## config.mk

```make
export PLATFORM = sky130hd
export DESIGN_NAME = alu_seq
export DESIGN_NICKNAME = d
export VERILOG_FILES = /design/src/rtl/alu_seq.sv
export SDC_FILE = /design/constraint.sdc
export NUM_CORES = 1
export LEC_CHECK = 0
export ABC_CLOCK_PERIOD_IN_PS = 4500
export BUFFER_PORTS_ARGS = -buffer_cell sky130_fd_sc_hd__buf_2
export CAP_MARGIN = 15
export CORE_ASPECT_RATIO = 0.8
export CORE_UTILIZATION = 30
export CTS_BUF_LIST = sky130_fd_sc_hd__clkbuf_8
export CTS_CLUSTER_DIAMETER = 60
export DETAILED_ROUTE_END_ITERATION = 8
export PLACE_DENSITY = 0.56
export SLEW_MARGIN = 0
export SYNTH_ARGS = -nofsm -noshare
export SYNTH_HDL_FRONTEND = slang
export SYNTH_SLANG_ARGS = --single-unit
```

## constraint.sdc

```tcl
create_clock -name clk -period 4.5 [get_ports clk]
set_clock_uncertainty 0.05 [all_clocks]
set_input_delay 0.9 -clock clk [delete_from_list [all_inputs] [get_ports clk]]
set_output_delay 0.9 -clock clk [all_outputs]
set_load 0.02 [all_outputs]
```

## src/rtl/alu_seq.sv

```systemverilog
// alu_seq: sequential ALU with a valid/ready request and result handshake.
//   Single-cycle ops (and, or, add, xor, andn, orn, sub, slt, sltu, 12-15)
//   produce a result one cycle after accept. mul/divu/remu take WIDTH
//   iteration cycles: one shift-add step for mul, or one restoring
//   shift-subtract step for div/rem.
// Ports:
//   clk, reset_n          clock, asynchronous active-low reset
//   invalid / inready     request handshake (inready high only in IDLE)
//   srca, srcb            operands
//   alucontrol            operation select
//   outvalid / outready   result handshake (outvalid high only in DONE)
//   aluresult, zero, ovf  registered result and flags, updated on DONE entry
module alu_seq #(
  parameter int unsigned WIDTH = 32
) (
  input  logic             clk,
  input  logic             reset_n,
  input  logic             invalid,
  output logic             inready,
  input  logic [WIDTH-1:0] srca,
  input  logic [WIDTH-1:0] srcb,
  input  logic [3:0]       alucontrol,
  output logic             outvalid,
  input  logic             outready,
  output logic [WIDTH-1:0] aluresult,
  output logic             zero,
  output logic             ovf
);

  localparam int unsigned CW = $clog2(WIDTH);

  typedef enum logic [1:0] {IDLE, BUSY, DONE} state_e;

  typedef enum logic [3:0] {
    OP_AND  = 4'd0,
    OP_OR   = 4'd1,
    OP_ADD  = 4'd2,
    OP_XOR  = 4'd3,
    OP_ANDN = 4'd4,
    OP_ORN  = 4'd5,
    OP_SUB  = 4'd6,
    OP_SLT  = 4'd7,
    OP_SLTU = 4'd8,
    OP_MUL  = 4'd9,
    OP_DIVU = 4'd10,
    OP_REMU = 4'd11
  } alu_op_e;

  state_e          state_q, state_d;
  logic [CW-1:0]   cnt_q, cnt_d;
  alu_op_e         op_q, op_d;
  logic [WIDTH-1:0] a_q, a_d;     // mul: multiplicand; div: dividend/quotient
  logic [WIDTH-1:0] b_q, b_d;     // mul: multiplier;   div: divisor
  logic [WIDTH-1:0] acc_q, acc_d; // mul: product;      div: partial remainder
  logic [WIDTH-1:0] res_q, res_d;
  logic            zero_q, zero_d;
  logic            ovf_q, ovf_d;

  // Single-cycle datapath
  logic [WIDTH-1:0] sum, dif, sc_res;
  logic             sc_ovf, slt_lt;

  always_comb begin
    sum    = srca + srcb;
    dif    = srca - srcb;
    // Sign of the (WIDTH+1)-bit difference of sign-extended operands:
    // differing signs decide directly, otherwise the WIDTH-bit difference
    // cannot overflow and its sign is the answer.
    slt_lt = (srca[WIDTH-1] != srcb[WIDTH-1]) ? srca[WIDTH-1] : dif[WIDTH-1];
    sc_res = '0;
    sc_ovf = 1'b0;
    case (alu_op_e'(alucontrol))
      OP_AND:  sc_res = srca & srcb;
      OP_OR:   sc_res = srca | srcb;
      OP_ADD: begin
        sc_res = sum;
        sc_ovf = (srca[WIDTH-1] == srcb[WIDTH-1]) && (sum[WIDTH-1] != srca[WIDTH-1]);
      end
      OP_XOR:  sc_res = srca ^ srcb;
      OP_ANDN: sc_res = srca & ~srcb;
      OP_ORN:  sc_res = srca | ~srcb;
      OP_SUB: begin
        sc_res = dif;
        sc_ovf = (srca[WIDTH-1] != srcb[WIDTH-1]) && (dif[WIDTH-1] != srca[WIDTH-1]);
      end
      OP_SLT:  sc_res = {{(WIDTH-1){1'b0}}, slt_lt};
      OP_SLTU: sc_res = {{(WIDTH-1){1'b0}}, (srca < srcb)};
      default: sc_res = '0;
    endcase
  end

  // Iterative datapath: one step per BUSY cycle
  logic [WIDTH-1:0] mul_acc_nxt, rem_nxt, quo_nxt;
  logic [WIDTH:0]   rem_sh, trial;

  always_comb begin
    mul_acc_nxt = acc_q + (b_q[0] ? a_q : '0);
    rem_sh      = {acc_q, a_q[WIDTH-1]};
    trial       = rem_sh - {1'b0, b_q};
    // A zero divisor never borrows, so the quotient fills with ones and
    // the remainder ends up equal to the dividend.
    if (trial[WIDTH]) begin
      rem_nxt = rem_sh[WIDTH-1:0];
      quo_nxt = {a_q[WIDTH-2:0], 1'b0};
    end else begin
      rem_nxt = trial[WIDTH-1:0];
      quo_nxt = {a_q[WIDTH-2:0], 1'b1};
    end
  end

  always_comb begin
    state_d = state_q;
    cnt_d   = cnt_q;
    op_d    = op_q;
    a_d     = a_q;
    b_d     = b_q;
    acc_d   = acc_q;
    res_d   = res_q;
    zero_d  = zero_q;
    ovf_d   = ovf_q;
    case (state_q)
      IDLE: begin
        if (invalid) begin
          if ((alucontrol == OP_MUL) || (alucontrol == OP_DIVU) || (alucontrol == OP_REMU)) begin
            op_d    = alu_op_e'(alucontrol);
            a_d     = srca;
            b_d     = srcb;
            acc_d   = '0;
            cnt_d   = '0;
            state_d = BUSY;
          end else begin
            res_d   = sc_res;
            zero_d  = (sc_res == '0);
            ovf_d   = sc_ovf;
            state_d = DONE;
          end
        end
      end
      BUSY: begin
        if (op_q == OP_MUL) begin
          acc_d = mul_acc_nxt;
          a_d   = a_q << 1;
          b_d   = b_q >> 1;
        end else begin
          acc_d = rem_nxt;
          a_d   = quo_nxt;
        end
        cnt_d = cnt_q + CW'(1);
        if (cnt_q == CW'(WIDTH - 1)) begin
          cnt_d   = '0;
          ovf_d   = 1'b0;
          state_d = DONE;
          case (op_q)
            OP_MUL:  res_d = mul_acc_nxt;
            OP_DIVU: res_d = quo_nxt;
            default: res_d = rem_nxt;
          endcase
          case (op_q)
            OP_MUL:  zero_d = (mul_acc_nxt == '0);
            OP_DIVU: zero_d = (quo_nxt == '0);
            default: zero_d = (rem_nxt == '0);
          endcase
        end
      end
      DONE: begin
        if (outready) state_d = IDLE;
      end
      default: state_d = IDLE;
    endcase
  end

  always_ff @(posedge clk or negedge reset_n) begin
    if (!reset_n) begin
      state_q <= IDLE;
      cnt_q   <= '0;
      op_q    <= OP_AND;
      a_q     <= '0;
      b_q     <= '0;
      acc_q   <= '0;
      res_q   <= '0;
      zero_q  <= 1'b1;
      ovf_q   <= 1'b0;
    end else begin
      state_q <= state_d;
      cnt_q   <= cnt_d;
      op_q    <= op_d;
      a_q     <= a_d;
      b_q     <= b_d;
      acc_q   <= acc_d;
      res_q   <= res_d;
      zero_q  <= zero_d;
      ovf_q   <= ovf_d;
    end
  end

  assign inready   = (state_q == IDLE);
  assign outvalid  = (state_q == DONE);
  assign aluresult = res_q;
  assign zero      = zero_q;
  assign ovf       = ovf_q;

endmodule

```

==> results_dict.tcl <==
set metrics [dict create \
    outcome "finished clean" \
    synth_top_area_share_pct 21.4 \
    drc 0 \
    path_clk_slew_ns 0.09 \
    ys_types 92 \
    synth_seq_area_share_pct 21.5 \
    arrival_ns 4.70 \
    fmax_ghz 0.231 \
    antenna_found_initial 2 \
    post-dp-hpwl_um 58100 \
    overflow 0 \
    ys_ff_latch 141 \
    core_area_um2 53900 \
    layout_setup_ws_ns 0.180 \
    routed_wire_length_per_instance_um 22.8 \
    syn_inst 2227 \
    end_kind "register" \
    drive_gt1_share_pct 19.0 \
    powerDensity_nw_per_um2 571 \
    synth_async_sr_flop_share_pct 100 \
    multi_input_area_um2 12000 \
    ios 108 \
    ant_nets 0 \
    fp.dieW_um 263 \
    io_buffers 107 \
    worst_slew_pin_slew_ns 0.999 \
    rows 76 \
    num-fill-cells 5624 \
    grt_usage_pct 25.9 \
    grt_pass1_vias 17500 \
    syn-cell-area_um2 16400 \
    ff_latch_area_um2 3530 \
    synth-edff-count 0 \
    htree_levels 4 \
    wl_um 73000 \
    design.die.area_um2 55600 \
    avgSynthCellArea_um2 7.36 \
    cts_made_buffers 17 \
    synth-main-ff-cell "dfrtp_1" \
    slew_headroom_pct 33.4 \
    synthToLayoutAreaGrowth_pct 21.3 \
    place_inst 3176 \
    synth_top_area_cell "dfrtp_1" \
    cts.sinks 141 \
    insertion_delay_ns 0.50 \
    period_share_pct 96.0 \
    finalNonFillerCells 3209 \
    vias 18500 \
    rsz0062_at_grt "yes" \
    first_pass_iters 6 \
    cts_tree "built" \
    slew_violations 0 \
    drv_cap 0 \
    hold_class "reg2reg" \
    cellLeakagePower_nw 9.18 \
    min_period_ns 4.32 \
    ir_drop_v 0.000388 \
    fp.dieH_um 211 \
    grt_max_degree 95 \
    crit_fanout 2 \
    setup-violations-final 0 \
    worst-setup-path-type "in2reg" \
    clock-root-buffer "clkbuf_8" \
    rrSetupSlack_ns 0.20 \
    finalSetupTns_ns 0 \
    syn_nets 2434 \
    worst_ep_required_time_ns 4.88 \
    ys_warn_count 0 \
    start_util_pct 30.4 \
    vias_per_cell 5.75 \
    grt_pass1_wl_um 110000 \
    finalHoldViolCount 0 \
    nets 2700 \
    dpl_worst_slack_ns -0.515 \
    max-clock-path-buffers 2 \
    critPathLaunchType "primary input" \
    place_congestion 0.963 \
    drtIter0Drc 1855 \
    synth_area_leaders "dfrtp_1 (21%), ha_1 (9.9%), nand2_1 (7.0%)" \
]
[flip-flops by register name, indices dropped and copies added, names as in the netlist]
| signal | flops |
|---|---|
| a_q | 32 |
| acc_q | 32 |
| aluresult | 32 |
| b_q | 32 |
| cnt_q | 5 |
| op_q | 4 |
| state_q | 2 |
| ovf | 1 |
| zero | 1 |
[metal layers]
layer / up-vias / part of all wire (%) / track usage [%]
met5: - / 0.011 / 0
met4: 2 / 2.5 / 6.86
met3: 88 / 7.9 / 3.64
met2: 827 / 42 / 38.8
met1: 8865 / 48 / 38.5
li1: 8679 / - / -
[worst paths after layout]
path / start / end / cells after the start
hold / removal: op_q[3]$_DFFE_PN0P_ / op_q[3]$_DFFE_PN0P_ / 1
hold reg to reg: op_q[3]$_DFFE_PN0P_ / op_q[3]$_DFFE_PN0P_ / 1
max in group asynchronous: reset_n / zero$_DFFE_PN1P_ / 2
setup reg to reg: b_q[0]$_DFFE_PN0P_ / zero$_DFFE_PN1P_ / 16
min in group asynchronous: reset_n / acc_q[24]$_DFFE_PN0P_ / 1
setup / recovery: srcb[1] / zero$_DFFE_PN1P_ / 21
[final cells by class]
| cell class | count | share of cell area, % |
|---|---|---|
| clock inverter | 15 | 0.767 |
| antenna | 1 | 0.0126 |
| tap | 702 | 4.41 |
| timing repair buffer | 383 | 13.3 |
| inverter | 115 | 2.17 |
| clock buffer | 17 | 1.18 |
| multi-input combinational | 1835 | 60.4 |
| sequential | 141 | 17.7 |
[synthesized netlist by cell type (17+ instances only)]
| library cell | count |
|---|---|
| a211oi_1 | 29 |
| a21o_1 | 49 |
| a21oi_1 | 159 |
| a22o_1 | 17 |
| a22oi_1 | 43 |
| a31oi_1 | 57 |
| and2_1 | 43 |
| and3_1 | 20 |
| clkbuf_1 | 112 |
| dfrtp_1 | 140 |
| ha_1 | 130 |
| inv_1 | 111 |
| maj3_1 | 27 |
| mux2i_1 | 27 |
| nand2_1 | 306 |
| nand3_1 | 44 |
| nand4_1 | 24 |
| nor2_1 | 174 |
| nor2b_1 | 21 |
| nor3_1 | 39 |
| nor4_1 | 34 |
| o211ai_1 | 24 |
| o21ai_0 | 179 |
| o31ai_1 | 23 |
| xnor2_1 | 49 |
| xor2_1 | 54 |
[stage by stage]
| step | util, % | hold WS [ns] | area (um^2) | power (mW) |
|---|---|---|---|---|
| after floorplan | - | 0.376 | 16400 | 7.12 |
| after global placement | 36.1 | 0.391 | 19500 | 10.0 |
| after global routing | 36.9 | 0.436 | 19900 | 12.1 |
| final | 36.9 | 0.414 | 19900 | 11.4 |
| after CTS | 36.8 | 0.417 | 19900 | 11.2 |
| after detailed placement | 36.1 | 0.398 | 19500 | 10.1 |
[worst max-delay path: stages]
cell       delay [ns]
buf_2            0.09
inv_1            0.05
ha_1             0.29
nor2b_1          0.16
o2111ai_2        0.25
a21oi_2          0.14
o2111ai_2        0.26
a31o_4           0.22
a211oi_2         0.09
a211o_1          0.26
a21o_1           0.19
a21o_1           0.19
fa_1             0.36
mux2_2           0.27
a221o_1          0.34
o21a_1           0.11
nand4_1          0.08
nor4_1           0.05
nand4_1          0.12
nor2_1           0.06
a211o_1          0.22
[logic make-up (layout without fill, tap and decap cells)]
logic type               count (synthesis)  in the layout  share of synthesized area (%)
AO/OA/AOI/OAI                          757            757                           30.4
XOR/XNOR                               103            103                           5.50
adder cells (fa/ha/maj)                162            162                           12.2
buffers and inverters                  251            530                           5.91
flip-flops                             141            141                           21.5
multiplexers                            38             38                           2.40
other                                    0              1                              0
AND/OR/NAND/NOR                        775            775                           22.1
[power breakdown]
part           leakage, nW  internal [mW]  switching [mW]  total [mW]
clock                0.195          0.457           0.605        1.06
combinational         7.23           2.96            4.83        7.78
sequential            1.76           1.80           0.717        2.52
total                 9.18           5.21            6.15        11.4
[cell usage in the layout (no fill, tap or decap), types with 24 or more instances in the layout]
cell | Yosys | layout
nor2_1 | 174 | 172
ha_1 | 130 | 129
mux2i_1 | 27 | 27
a21o_1 | 49 | 48
xnor2_1 | 49 | 48
a211oi_1 | 29 | 27
nor4_1 | 34 | 33
inv_1 | 111 | 111
nor3_1 | 39 | 39
buf_4 | 1 | 273
xor2_1 | 54 | 54
a31oi_1 | 57 | 56
nand3_1 | 44 | 44
o211ai_1 | 24 | 24
buf_2 | 13 | 106
a21oi_1 | 159 | 157
a22oi_1 | 43 | 43
maj3_1 | 27 | 27
and2_1 | 43 | 43
nand4_1 | 24 | 24
o21ai_0 | 179 | 179
nand2_1 | 306 | 306
dfrtp_1 | 140 | 140
[what timing repair did]
item	in CTS	in global routing
resized for setup	0	7
endpoints found under the setup margin	0	3
hold buffers	0	0
buffers inserted	0	0
endpoints found under the hold margin	0	0
Note: power is estimated with default switching activity, not from simulation.
